==> config.mk <==
export PLATFORM = sky130hd
export DESIGN_NAME = cla_multiword_seq
export DESIGN_NICKNAME = d
export VERILOG_FILES = /design/src/rtl/cla_multiword_seq.sv
export SDC_FILE = /design/constraint.sdc
export NUM_CORES = 1
export LEC_CHECK = 0
export BUFFER_PORTS_ARGS = -buffer_cell sky130_fd_sc_hd__buf_4
export CORE_ASPECT_RATIO = 0.7
export CORE_MARGIN = 2
export CORE_UTILIZATION = 54
export DETAILED_ROUTE_END_ITERATION = 12
export GPL_TIMING_DRIVEN = 0
export PLACE_DENSITY_LB_ADDON = 0.15
export SYNTH_ARGS = -nofsm -noshare
export SYNTH_HDL_FRONTEND = slang
export SYNTH_SLANG_ARGS = --single-unit
==> constraint.sdc <==
create_clock -name clk -period 7 [get_ports clk]
set_clock_uncertainty 0.1 [all_clocks]
set_input_delay 0.7 -clock clk [delete_from_list [all_inputs] [get_ports clk]]
set_output_delay 0.7 -clock clk [all_outputs]
set_load 0.02 [all_outputs]
==> src/rtl/cla_multiword_seq.sv <==
// cla_multiword_seq: multi-cycle W-bit adder built on one shared 16-bit
// carry-lookahead slice made of four 4-bit CLA groups.
//
// The operands are captured on an in_valid/in_ready handshake. One 16-bit
// chunk is then added per cycle, starting with the least significant chunk.
// A registered carry links each chunk to the next one. The result is held
// under out_valid/out_ready until the consumer takes it.
//
// Optional feature macro: CLA_SEQ_SUB_EN
//   When it is defined, the Sub port exists. With Sub=1 the block computes
//   A-B: B is stored inverted and the initial carry is forced to 1.
//   In that mode Cout=1 means no borrow occurred.
//
// Ports:
//   clk        rising-edge clock
//   rst        asynchronous active-high reset (aborts any operation)
//   in_valid   A/B/Cin (and Sub) valid
//   in_ready   block can accept operands (IDLE only, low while rst is high)
//   A, B       W-bit operands
//   Cin        carry into chunk 0
//   Sub        subtract request (CLA_SEQ_SUB_EN only)
//   out_valid  S/Cout/Ovf valid
//   out_ready  consumer accepts result
//   S          W-bit sum, registered, meaningful only while out_valid=1
//   Cout       carry out of bit W-1, registered
//   Ovf        two's-complement signed overflow, registered
module cla_multiword_seq #(
    parameter int W     = 64,
    parameter int CHUNK = 16
) (
    input  logic         clk,
    input  logic         rst,
    input  logic         in_valid,
    output logic         in_ready,
    input  logic [W-1:0] A,
    input  logic [W-1:0] B,
    input  logic         Cin,
`ifdef CLA_SEQ_SUB_EN
    input  logic         Sub,
`endif
    output logic         out_valid,
    input  logic         out_ready,
    output logic [W-1:0] S,
    output logic         Cout,
    output logic         Ovf
);

    localparam int NCH = W / CHUNK;
    localparam int IW  = (NCH > 1) ? $clog2(NCH) : 1;
    localparam int NG  = CHUNK / 4;

    typedef enum logic [1:0] {
        IDLE,
        RUN,
        DONE
    } state_t;

    state_t         state;
    state_t         state_nxt;
    logic [IW-1:0]  idx;
    logic           carry;
    logic [W-1:0]   a_reg;
    logic [W-1:0]   b_reg;
    logic           last;

    // CLA slice signals
    logic [CHUNK-1:0] ca;
    logic [CHUNK-1:0] cb;
    logic [CHUNK-1:0] g;
    logic [CHUNK-1:0] p;
    logic [CHUNK-1:0] cs;
    logic [CHUNK:0]   c;
    logic [NG-1:0]    gg;
    logic [NG-1:0]    gp;
    logic [NG:0]      gc;

    assign last = (idx == IW'(NCH - 1));

    // One 16-bit CLA slice. Each 4-bit group produces a group generate and a
    // group propagate signal. The group carries are formed from these two
    // signals. The carries inside each group are then looked ahead from the
    // carry that enters the group.
    always_comb begin
        ca = a_reg[idx*CHUNK +: CHUNK];
        cb = b_reg[idx*CHUNK +: CHUNK];
        g  = ca & cb;
        p  = ca ^ cb;
        c  = '0;
        gg = '0;
        gp = '0;
        gc = '0;
        gc[0] = carry;
        for (int unsigned j = 0; j < NG; j++) begin
            gg[j] = g[4*j+3]
                  | (p[4*j+3] & g[4*j+2])
                  | (p[4*j+3] & p[4*j+2] & g[4*j+1])
                  | (p[4*j+3] & p[4*j+2] & p[4*j+1] & g[4*j]);
            gp[j] = &p[4*j +: 4];
            gc[j+1] = gg[j] | (gp[j] & gc[j]);

            c[4*j]   = gc[j];
            c[4*j+1] = g[4*j] | (p[4*j] & gc[j]);
            c[4*j+2] = g[4*j+1] | (p[4*j+1] & g[4*j])
                     | (p[4*j+1] & p[4*j] & gc[j]);
            c[4*j+3] = g[4*j+2] | (p[4*j+2] & g[4*j+1])
                     | (p[4*j+2] & p[4*j+1] & g[4*j])
                     | (p[4*j+2] & p[4*j+1] & p[4*j] & gc[j]);
        end
        c[CHUNK] = gc[NG];
        cs = p ^ c[CHUNK-1:0];
    end

    always_ff @(posedge clk or posedge rst) begin
        if (rst) begin
            state <= IDLE;
        end else begin
            state <= state_nxt;
        end
    end

    always_comb begin
        state_nxt = state;
        in_ready  = 1'b0;
        out_valid = 1'b0;
        case (state)
            IDLE: begin
                in_ready = !rst;
                if (in_valid) begin
                    state_nxt = RUN;
                end
            end
            RUN: begin
                if (last) begin
                    state_nxt = DONE;
                end
            end
            DONE: begin
                out_valid = 1'b1;
                if (out_ready) begin
                    state_nxt = IDLE;
                end
            end
            default: state_nxt = IDLE;
        endcase
    end

    always_ff @(posedge clk or posedge rst) begin
        if (rst) begin
            idx   <= '0;
            carry <= 1'b0;
            a_reg <= '0;
            b_reg <= '0;
            S     <= '0;
            Cout  <= 1'b0;
            Ovf   <= 1'b0;
        end else begin
            if (state == IDLE && in_valid) begin
                a_reg <= A;
                idx   <= '0;
`ifdef CLA_SEQ_SUB_EN
                b_reg <= Sub ? ~B : B;
                carry <= Sub ? 1'b1 : Cin;
`else
                b_reg <= B;
                carry <= Cin;
`endif
            end else if (state == RUN) begin
                S[idx*CHUNK +: CHUNK] <= cs;
                carry <= c[CHUNK];
                idx   <= idx + IW'(1);
                if (last) begin
                    Cout <= c[CHUNK];
                    // b_reg already holds the inverted B when subtracting.
                    Ovf  <= (a_reg[W-1] == b_reg[W-1]) &
                            (cs[CHUNK-1] != a_reg[W-1]);
                end
            end
        end
    end

endmodule

==> run metrics <==
outcome finished clean; routed length on met2 around 12000 µm; synth warn 0; width of the die 158 µm; post-layout util between 60% and 70%; placed insts approximately 1.3k; # setup viols final 0; Post-Synth Simple-Gate Area around a fifth; Boundary Pins ~200; Tot GR Track Use slightly above 30%; vias per inst ~5.5; Post-Syn Area per Cell 10.0 µm²; Starting Density approximately 55%; fin area between 0.01 and 0.015 mm²; Post-synth top cells nand2_1, dfrtp_1, o21ai_0; Synth Net Count 1049; cell area after placement roughly 0.011 mm²; Post-synth EDFFs 0; port bufs 200; register area share after synthesis a little under three fifths; top cells by area, synth dfrtp_1, nand2_1, mux4_2; f_max about 0.23 GHz; First DRT Iteration DRCs 790; Worst-Skew Late Latency between 0.4 and 0.5 ns; DR WL/cell approximately 19 µm; Design Power 6.26 mW; post-cts resize count 0; Core Rows 39; CTS buffer count 17; main flop type after synthesis dfrtp_1; postcts setup bufs 0; Top Layer Used met4; fin crit share about 63%; CP Class flip-flop to flip-flop; ys async rst share between 90% and 100%; die area 0.0176 mm²; Final Non-Filler Cells 1347; DR pass1 iterations 5; Hold Path Class primary input to async pin; most frequent cell after synthesis nand2_1; largest area contributor in the netlist dfrtp_1; number of synthesized register bits ~200; Tightest Pin Transition 1.08 ns; CTS tree yes; NumNets Final around 1.3k; Synth Area in Compound Gates approximately 8.2%; global placer's final weighted congestion around 0.86; number of max-cap violations 0; # fillers between 1k and 1.5k; ratio of cells with drive above 1 in the final layout about 25%; # DRC 0; CP Capture Type flip-flop; HPWL after DPL 18400 µm; PwrDens roughly 550 mW/mm²; first-pass GRT wire length between 30000 and 40000 µm; Total Wirelength about 26000 µm; met3 routed WL about 2500 µm; RSZ-0062 raised after global routing false; area delta synth->final 27.1%; synthesized cell area between 0.008 and 0.009 mm²; Yosys top cell area share 55.7%; Final ANT Viol Nets 0; Clk Tree Root Cell clkbuf_16; mux contribution to synthesized area under 10%; vias in the first global route 7452; CP Data Arrival Time about 4.6 ns; crit-path max FO 10; Remaining Overflow, GRT 0; Final Max Tran Viols 0; Clock Tree Buf Depth 2; endpoints failing hold 0; initial antenna violation count 0; clock-pin slew on the worst setup and hold paths approximately 0.07 ns; Slew headroom ~28%; leakage around 5.9 nW; met1 wire length 11000 µm; Worst VDD drop 280 µV; Tmin final between 4 and 5 ns; Distinct cells, synth 45; Post-Synth XOR/XNOR Area less than 1%; Core ar. around 0.016 mm²; Adder-Cell Fraction of Synth Area 3.98%; largest net degree at the start of global routing 120; Required @ worst endpoint 7.19 ns; hold bufs inserted after CTS 0; H-Tree Level Count 4; Via Count 7427; CTS sink cnt 199; Critical Path Start Type flip-flop; Die Y between 100 and 150 µm; largest family of logic cells by synthesized area simple AND/OR/NAND/NOR gates; ANT cells 0; Cells after Synth 890
power by group:
group	internal [mW]	switching, mW	total [mW]
clock network	0.579	0.449	1.03
logic	1.25	2.05	3.30
registers	1.64	0.291	1.93
metrics by stage:
stage,hold slack [ns],TNS (ns),setup slack (ns)
finish,0.218,0,2.57
global route,0.278,0,2.38
CTS,0.257,0,2.59
detailed placement,0.358,0,2.66
global placement,0.353,-263.10,-1.34
floorplan,0.340,0,0.774
kinds of logic after synthesis:
logic type               count (synthesis)
AO/OA/AOI/OAI                          106
XOR/XNOR                                 8
adder cells (fa/ha/maj)                 26
buffers and inverters                   56
flip-flops                             199
multiplexers                            34
AND/OR/NAND/NOR                        461
cell usage in the layout (no fill, tap or decap), drive strengths merged, types with 11 or more instances in the layout:
cell	synthesis	routed
nand2	421	421
buf	8	209
dfrtp	199	199
clkbuf	34	53
o21ai	43	43
a22o	32	32
mux4	32	32
ha	22	22
inv	14	15
a21oi	11	11
worst paths after layout:
check / start / to / slack, ns / cells after the start
worst min register to register: b_reg[49] / b_reg[49] / 0.37 / 2
worst min-delay path: rst / S[12] / 0.22 / 2
min in group clk: A[2] / a_reg[2] / 0.34 / 3
worst max-delay path: idx[1] / S[41] / 2.57 / 11
worst max register to register: idx[1] / S[41] / 2.57 / 11
max in group asynchronous: rst / carry / 5.57 / 3
worst max-delay path, cell delays in order, from the launching register on:
cell      delay (ns)
dfrtp_1         0.40
clkbuf_1        0.49
buf_1           0.71
mux4_2          0.46
ha_1            0.36
o21ai_0         0.30
o21a_1          0.20
or3_2           0.12
nand2b_1        0.07
fa_1            0.38
xnor2_1         0.48
o21ai_0         0.20
final cells by class:
| cell class | count | area (µm²) | share of cell area [%] |
|---|---|---|---|
| Clock inverter | 12 | 151 | 1.33 |
| Timing Repair Buffer | 201 | 1530 | 13.5 |
| Sequential cell | 199 | 4980 | 43.8 |
| Multi-Input combinational cell | 635 | 3740 | 32.9 |
| Tap cell | 225 | 282 | 2.48 |
| Inverter | 14 | 60.1 | 0.529 |
| Clock buffer | 19 | 453 | 3.99 |
| Buffer | 42 | 163 | 1.43 |
routing by layer:
metal | GRT usage [%] | vias up
met5 | 0 | -
met4 | 6.61 | 0
met3 | 8.37 | 35
met2 | 46.3 | 346
met1 | 43.8 | 3653
li1 | - | 3393
Note: power is estimated with default switching activity, not from simulation.
